## src/rtl/width_serializer.sv

```systemverilog
// Buffers IN_W-bit words in a DEPTH-entry FIFO and emits each as IN_W/OUT_W OUT_W-bit beats.
// Define WIDTH_SERIALIZER_IFG_EN to force IFG_BEATS idle cycles after every frame.
module width_serializer #(
    parameter int IN_W      = 8,
    parameter int OUT_W     = 2,
    parameter int LSB_FIRST = 1,
    parameter int DEPTH     = 4,
    parameter int IFG_BEATS = 12
) (
    input  logic                       clk,
    input  logic                       rst,
    input  logic                       s_valid,
    output logic                       s_ready,
    input  logic [IN_W-1:0]            s_data,
    input  logic                       s_last,
    output logic                       m_valid,
    input  logic                       m_ready,
    output logic [OUT_W-1:0]           m_data,
    output logic                       m_last,
    output logic                       underrun,
    output logic [$clog2(DEPTH+1)-1:0] level
);
    localparam int RATIO = IN_W / OUT_W;
    localparam int CNT_W = (RATIO > 1) ? $clog2(RATIO) : 1;
    localparam int PTR_W = (DEPTH > 1) ? $clog2(DEPTH) : 1;
    localparam int LVL_W = $clog2(DEPTH + 1);
    localparam logic [CNT_W-1:0] CNT_LAST = CNT_W'(RATIO - 1);
    localparam logic [LVL_W-1:0] LVL_FULL = LVL_W'(DEPTH);
`ifdef WIDTH_SERIALIZER_IFG_EN
    localparam int IFG_W = (IFG_BEATS > 1) ? $clog2(IFG_BEATS) : 1;
    localparam bit IFG_OK = (IFG_BEATS >= 1);
`else
    localparam bit IFG_OK = (IFG_BEATS >= 0);
`endif

    generate
        if ((IN_W % OUT_W) != 0 || RATIO < 2 || DEPTH < 2 || (DEPTH & (DEPTH - 1)) != 0 || !IFG_OK)
        begin : g_bad_cfg
            $error("width_serializer: illegal parameter combination");
        end
    endgenerate

    typedef enum logic [1:0] {ST_EMPTY, ST_SHIFT, ST_IFG} state_t;

    logic [IN_W:0]    r_mem [DEPTH];
    logic [PTR_W-1:0] r_wr_ptr;
    logic [PTR_W-1:0] r_rd_ptr;
    logic [LVL_W-1:0] r_level;
    state_t           r_state;
    logic [IN_W-1:0]  r_word;
    logic             r_last;
    logic [CNT_W-1:0] r_cnt;
    logic             r_in_frame;
    logic             r_underrun;
`ifdef WIDTH_SERIALIZER_IFG_EN
    logic [IFG_W-1:0] r_ifg_cnt;
`endif

    logic             w_push;
    logic             w_pop;
    logic             w_fifo_ne;
    logic             w_beat;
    logic             w_final;
    logic             w_to_ifg;
    logic             w_leave_ifg;
    logic [IN_W:0]    w_head;
    logic [CNT_W-1:0] w_slice_idx;
    logic [OUT_W-1:0] w_slice;

    assign s_ready   = (r_level != LVL_FULL);
    assign w_push    = s_valid && s_ready;
    assign w_fifo_ne = (r_level != '0);
    assign w_head    = r_mem[r_rd_ptr];
    assign w_beat    = (r_state == ST_SHIFT) && m_ready;
    assign w_final   = w_beat && (r_cnt == CNT_LAST);
`ifdef WIDTH_SERIALIZER_IFG_EN
    assign w_to_ifg    = w_final && r_last;
    assign w_leave_ifg = (r_state == ST_IFG) && (r_ifg_cnt == '0);
`else
    assign w_to_ifg    = 1'b0;
    assign w_leave_ifg = 1'b0;
`endif
    // The next word is pulled in on the same edge as the final beat, so frames run bubble-free.
    assign w_pop = w_fifo_ne && ((r_state == ST_EMPTY) || (w_final && !w_to_ifg) || w_leave_ifg);

    always_ff @(posedge clk) begin
        if (w_push) begin
            r_mem[r_wr_ptr] <= {s_last, s_data};
        end
    end

    always_ff @(posedge clk) begin
        if (rst) begin
            r_wr_ptr <= '0;
            r_rd_ptr <= '0;
            r_level  <= '0;
        end else begin
            if (w_push) r_wr_ptr <= r_wr_ptr + PTR_W'(1);
            if (w_pop)  r_rd_ptr <= r_rd_ptr + PTR_W'(1);
            if (w_push && !w_pop)      r_level <= r_level + LVL_W'(1);
            else if (!w_push && w_pop) r_level <= r_level - LVL_W'(1);
        end
    end

    always_ff @(posedge clk) begin
        if (rst) begin
            r_state    <= ST_EMPTY;
            r_word     <= '0;
            r_last     <= 1'b0;
            r_cnt      <= '0;
            r_in_frame <= 1'b0;
            r_underrun <= 1'b0;
`ifdef WIDTH_SERIALIZER_IFG_EN
            r_ifg_cnt  <= '0;
`endif
        end else begin
            r_underrun <= w_final && !r_last && r_in_frame && !w_fifo_ne;
            if (w_final && r_last) r_in_frame <= 1'b0;
            if (w_pop) begin
                r_state <= ST_SHIFT;
                r_word  <= w_head[IN_W-1:0];
                r_last  <= w_head[IN_W];
                r_cnt   <= '0;
                if (!w_head[IN_W]) r_in_frame <= 1'b1;
            end else if (w_final) begin
                r_state <= w_to_ifg ? ST_IFG : ST_EMPTY;
                r_cnt   <= '0;
            end else if (w_beat) begin
                r_cnt <= r_cnt + CNT_W'(1);
            end else if (w_leave_ifg) begin
                r_state <= ST_EMPTY;
            end
`ifdef WIDTH_SERIALIZER_IFG_EN
            // Gap counter runs on cycles, not beats: m_ready has no effect while idling.
            if (w_to_ifg) begin
                r_ifg_cnt <= IFG_W'(IFG_BEATS - 1);
            end else if ((r_state == ST_IFG) && (r_ifg_cnt != '0)) begin
                r_ifg_cnt <= r_ifg_cnt - IFG_W'(1);
            end
`endif
        end
    end

    always_comb begin
        w_slice_idx = (LSB_FIRST != 0) ? r_cnt : (CNT_LAST - r_cnt);
        w_slice     = '0;
        for (int unsigned i = 0; i < RATIO; i++) begin
            if (w_slice_idx == CNT_W'(i)) w_slice = r_word[i*OUT_W +: OUT_W];
        end
    end

    assign m_valid  = (r_state == ST_SHIFT);
    assign m_data   = m_valid ? w_slice : '0;
    assign m_last   = m_valid && r_last && (r_cnt == CNT_LAST);
    assign underrun = r_underrun;
    assign level    = r_level;

endmodule

```

## config.mk

```make
export PLATFORM = sky130hd
export DESIGN_NAME = width_serializer
export DESIGN_NICKNAME = d
export VERILOG_FILES = /design/src/rtl/width_serializer.sv
export SDC_FILE = /design/constraint.sdc
export NUM_CORES = 1
export LEC_CHECK = 0
export CORE_MARGIN = 5
export CORE_UTILIZATION = 59
export CTS_BUF_LIST = sky130_fd_sc_hd__clkbuf_8
export DETAILED_ROUTE_END_ITERATION = 7
export HOLD_SLACK_MARGIN = 0.03
export MAX_ROUTING_LAYER = met4
export PLACE_DENSITY = 0.81
export SKIP_LAST_GASP = 1
export SLEW_MARGIN = 20
export SYNTH_ARGS = -nofsm -noshare
export SYNTH_HDL_FRONTEND = slang
export SYNTH_SLANG_ARGS = --single-unit
```

## constraint.sdc

```tcl
create_clock -name clk -period 2.7 [get_ports clk]
set_input_delay 0.54 -clock clk [delete_from_list [all_inputs] [get_ports clk]]
set_output_delay 0.54 -clock clk [all_outputs]
set_load 0.01 [all_outputs]
```

==> metrics.cfg, run 1 <==
[synthesis]
synthCells=179
syn_avg_cell_area_um2=13.64
yosys-top-cells-count=edfxtp_1, dfxtp_1, a21oi_1
synth.distinct_cells=31
synthFlopType=edfxtp_1
netlist_area_mm2=0.002441
synthArstFlopShare_pct=0
synth_edf_count=36
yosysWarnings=0
synth-seq-cells=59
syn_nets=202
synth_top_area_share_pct=44.28
ys_seq_area_share_pct=63.15
netlist_top_cells_area=edfxtp_1, dfxtp_1, mux4_2
synth_top_area_cell=edfxtp_1
yosysMostFrequentCell=edfxtp_1

[global_route]
grt_max_degree=24
grt_pass1_wl_um=7707
antenna_found_initial=0
track_usage_pct=20.18
gr-total-overflow=0
grt_pass1_vias=1592

[clocking]
postCtsHoldBufs=0
cts_num_sinks=59
htreeDepth=3
cts_buffer_depth=2
ctsRootBufferMaster=clkbuf_8
clkTransAtPathRegs_ps=60
clock_latency_ps=330
cts_inserted_buffers=9
tritoncts=yes

[hold_path]
hold_start=r_last$_SDFFE_PP0P_
min_path_type=reg2reg

[setup_path]
worst-setup-path-type=reg2out
critPathLaunch=r_cnt[1]$_SDFFE_PP0P_
arrival_ps=1950
worstPathMaxFanout=4
cp.required_ps=2160
reg2reg_setup_slack_ps=290
worst_setup_path_start_kind=register
reg2reg_from=r_cnt[0]$_SDFFE_PP0P_
critPathCaptureType=output pin

[finish]
num_antenna_cells=0
drive_gt1_share_pct=14.55
fillerInstances=259
final_cells=263
final_util_pct=73.13
nNetsFinal=231
area_growth_pct=19.84
fin_area_mm2=0.002925

[routing]
initialDrtViolationCount=234
routed_wl_um=4870
vias=1580
via_per_inst=6.008
dr.pass1.iters=5
drc=0
wl_per_cell_um=18.52
final_antenna_net_count=0

[power]
power_leakage_nw=1.060
ir_worst_vdd_mv=0.6001
powerDensity_mw_per_mm2=963.3
power_mw=2.818

[timing]
rsz0062_at_grt=no
tightest_slew_ps=597.0
finalHoldViolations=0
tns_ps=0
maxSlewHeadroom_pct=60.15
slew_violations=0
holdWs_ps=471.6
min_period_ps=2487
setup_violations=0
fmax_mhz=402.1
finalWorstSetupSlack_ps=213.0
post-route-period-util_pct=92.11
fin_skew_ps=5.695

[placement]
pre_cts_ws_ps=99.00
dp_hpwl_um=3176
postPlaceCellArea_mm2=0.002720
port_buffers=21
globalplace.congestion=0.8738
place_inst=247

[floorplanning]
pin_count=22
initial_core_util_pct=61.03
die_width_um=74.32
die_y_um=74.32
core_area_mm2=0.004000
die_area_mm2=0.005523
rows=23

[status]
outcome=completed

[job]
cap_violations=0

-- cells by family after synthesis --
family                     Yosys count  share of synthesized area [%]
adders and majority gates           10                          5.433
and+or+nand+nor                     39                          9.123
buffers and inverters               20                          3.126
DFF                                 59                          63.15
xor gates and xnor gates             2                         0.7177
muxes                               11                          9.123
AOI/OAI and AO/OA                   38                          9.329
-- cells in the final DEF (no fill, tap or decap), types with 3 or more instances in the layout --
master           count
clkdlybuf4s50_1     19
nor2_1               6
mux4_2               9
and3_1               5
a21oi_1             16
ha_1                 9
nand4_1              3
dfxtp_1             23
nor3_1               3
clkbuf_8            12
o21ai_0             11
edfxtp_1            36
o31ai_1              3
nand2_1              3
or3_1                3
nand3_1             10
buf_4                5
inv_1               14
-- state kept, by name (all words and copies together) (netlist names), named ones only --
register and flops:
r_last 1, r_in_frame 1, r_cnt 2, r_mem 36, r_rd_ptr 2, r_state 1
r_word 8, underrun 1, r_wr_ptr 2, level 3
-- cell type report --
| type | instances | area (um2) | share of cell area [%] |
|---|---|---|---|
| clock inverters | 4 | 42.54 | 1.454 |
| repair buffers | 26 | 245.2 | 8.383 |
| well taps | 50 | 62.56 | 2.139 |
| clock buffers | 12 | 165.2 | 5.646 |
| inverters | 12 | 45.04 | 1.540 |
| flip-flops and latches | 59 | 1541 | 52.69 |
| multi-input cells | 100 | 823.3 | 28.14 |
-- power breakdown --
group | internal [mW] | switching [mW]
registers | 1.11 | 0.140
logic | 0.369 | 0.386
clock network | 0.493 | 0.320
total | 1.97 | 0.845
-- critical path, cell delays in order (launching register included) --
cell,delay [ps]
dfxtp_1,380
inv_1,90
ha_1,220
nand3b_1,160
a221o_1,280
a21boi_0,190
dlygate4sd2_1,300
-- routing by layer --
| layer | global-route usage (%) | wire (um) | vias up |
|---|---|---|---|
| li1 | - | - | 736 |
| met1 | 22.92 | 1947 | 775 |
| met2 | 33.96 | 2550 | 57 |
| met3 | 5.676 | 290 | 12 |
| met4 | 7.708 | 82 | 0 |
| met5 | - | 0 | - |
-- path summary, 6_finish.rpt --
check                                        endpoint  cells past startpoint
worst min-delay path              underrun$_SDFF_PP0_                      1
worst max register to register  level[2]$_SDFFE_PP0P_                     10
worst min register to register    underrun$_SDFF_PP0_                      1
worst max-delay path                        m_data[0]                      6
-- repair_timing --
item	CTS	global route
setup endpoints to repair	2	0
buffers inserted	0	0
gates resized for setup	2	0
Power figures use the tool's default switching activity.
==> run 2: changes to the inputs <==
- CAP_MARGIN: not set -> 0
==> results of run 2 <==
The final DEF is identical to that of run 1; final timing and power are the same.
==> run 3: changes to the inputs <==
- TNS_END_PERCENT: not set -> 5
==> metrics.cfg, run 3 (synthesis results as in run 1) <==
[timing]
post-route-period-util_pct=91.86  ; -0.25 points
fin_skew_ps=5.851  ; +0.1560 ps
min_period_ps=2480  ; -6.682 ps
slew_violations=0  ; unchanged
finalHoldViolations=0  ; unchanged
holdWs_ps=471.4  ; -0.1430 ps
tightest_slew_ps=597.0  ; +0.06849 ps
maxSlewHeadroom_pct=60.14  ; about the same
fmax_mhz=403.2  ; +0.27%
setup_violations=0  ; unchanged
rsz0062_at_grt=no

[routing]
dr.pass1.iters=4  ; -1
wl_per_cell_um=18.42  ; -0.53%
final_antenna_net_count=0  ; unchanged
via_per_inst=6.008  ; unchanged
vias=1580  ; unchanged
drc=0  ; unchanged
routed_wl_um=4844  ; -0.53%
initialDrtViolationCount=233  ; -0.43%

[power]
power_mw=2.817  ; about the same
powerDensity_mw_per_mm2=961.9  ; -0.14%
power_leakage_nw=1.073  ; +1.3%
ir_worst_vdd_mv=0.6002  ; about the same

[setup_path]
worstPathMaxFanout=4  ; unchanged
arrival_ps=1940  ; about the same
cp.required_ps=2160  ; about the same
reg2regPathDepth=10  ; unchanged
worst-setup-path-type=reg2out
worst_setup_path_start_kind=register
critPathCaptureType=output pin

[global_route]
grt_max_degree=24  ; unchanged
gr-total-overflow=0  ; unchanged
track_usage_pct=20.18  ; unchanged
grt_pass1_vias=1592  ; unchanged
grt_pass1_wl_um=7707  ; unchanged
antenna_found_initial=0  ; unchanged

[clocking]
ctsRootBufferMaster=clkbuf_8
cts_inserted_buffers=9  ; unchanged
cts_buffer_depth=2  ; unchanged
postCtsHoldBufs=0  ; unchanged
clkTransAtPathRegs_ps=60  ; about the same
htreeDepth=3  ; unchanged
cts_num_sinks=59  ; unchanged
clock_latency_ps=330  ; about the same
tritoncts=yes

[finish]
final_common_cell=edfxtp_1
drive_gt1_share_pct=14.55  ; unchanged
num_antenna_cells=0  ; unchanged
fillerInstances=257  ; -0.77%
top_register=r_mem
nNetsFinal=231  ; unchanged
largest_reg_flops=36  ; unchanged
final_cell_mix=edfxtp_1, dfxtp_1, clkdlybuf4s50_1, a21oi_1, inv_1
final_util_pct=73.22  ; +0.094 points
area_growth_pct=19.99

[placement]
globalplace.congestion=0.8738  ; unchanged
dp_hpwl_um=3176  ; unchanged
port_buffers=21  ; unchanged

[floorplanning]
die_y_um=74.32  ; unchanged
initial_core_util_pct=61.03  ; unchanged
die_area_mm2=0.005523  ; unchanged
rows=23  ; unchanged
pin_count=22  ; unchanged
die_width_um=74.32  ; unchanged
core_area_mm2=0.004000  ; unchanged

[status]
outcome=completed

[hold_path]
holdPathStages=1  ; unchanged
min_path_type=reg2reg

[job]
cap_violations=0  ; unchanged

run 3: cell type report:
cell class / instances / area, um2 / share of cell area, %
repair buffers: 26 / 249.0 / 8.501
inverters: 12 / 45.04 / 1.538
clock buffers: 12 / 165.2 / 5.639
clock inverters: 4 / 42.54 / 1.452
flip-flops and latches: 59 / 1541 / 52.63
well taps: 50 / 62.56 / 2.136
multi-input cells: 100 / 823.3 / 28.11
run 3: worst max-delay path: stages (launching register included):
cell and delay, ps:
dfxtp_1 380, inv_1 90, ha_1 220, nand3b_1 160, a221o_1 280, a21boi_0 180, dlygate4sd2_1 300
run 3: metrics by stage:
stage / setup TNS [ps] / area, um2 / setup WS (ps) / std cells
global placement: 0 / 2720 / 154.4 / 247
global route: 0 / 2929 / 107.7 / 263
detailed placement: 0 / 2720 / 99.00 / 247
CTS: -79.45 / 2927 / -79.45 / 263
floorplan: 0 / 2441 / 343.6 / 179
finish: 0 / 2929 / 219.7 / 263
run 3: worst paths after layout:
check / startpoint / to / slack, ps
min: r_last$_SDFFE_PP0P_ / underrun$_SDFF_PP0_ / 470
min reg2reg: r_last$_SDFFE_PP0P_ / underrun$_SDFF_PP0_ / 470
max: r_cnt[1]$_SDFFE_PP0P_ / m_data[0] / 220
max reg2reg: r_cnt[0]$_SDFFE_PP0P_ / level[2]$_SDFFE_PP0P_ / 300
run 3: per-layer routing:
layer	wire length [um]	share of wire (%)	track usage [%]	vias to the layer above
li1	-	-	-	738
met1	1935	40	22.92	776
met2	2551	53	33.96	56
met3	282	5.8	5.676	10
met4	75	1.5	7.708	0
met5	0	0	-	-
run 3: power by group:
part	leakage [nW]	switching, mW	internal, mW
Combinational	0.440	0.383	0.369
Sequential	0.519	0.140	1.11
Clock	0.115	0.320	0.493
run 3: what timing repair did:
item	CTS	global route
gates resized for setup	1	1
buffers inserted	0	0
endpoints found under the setup margin	2	1
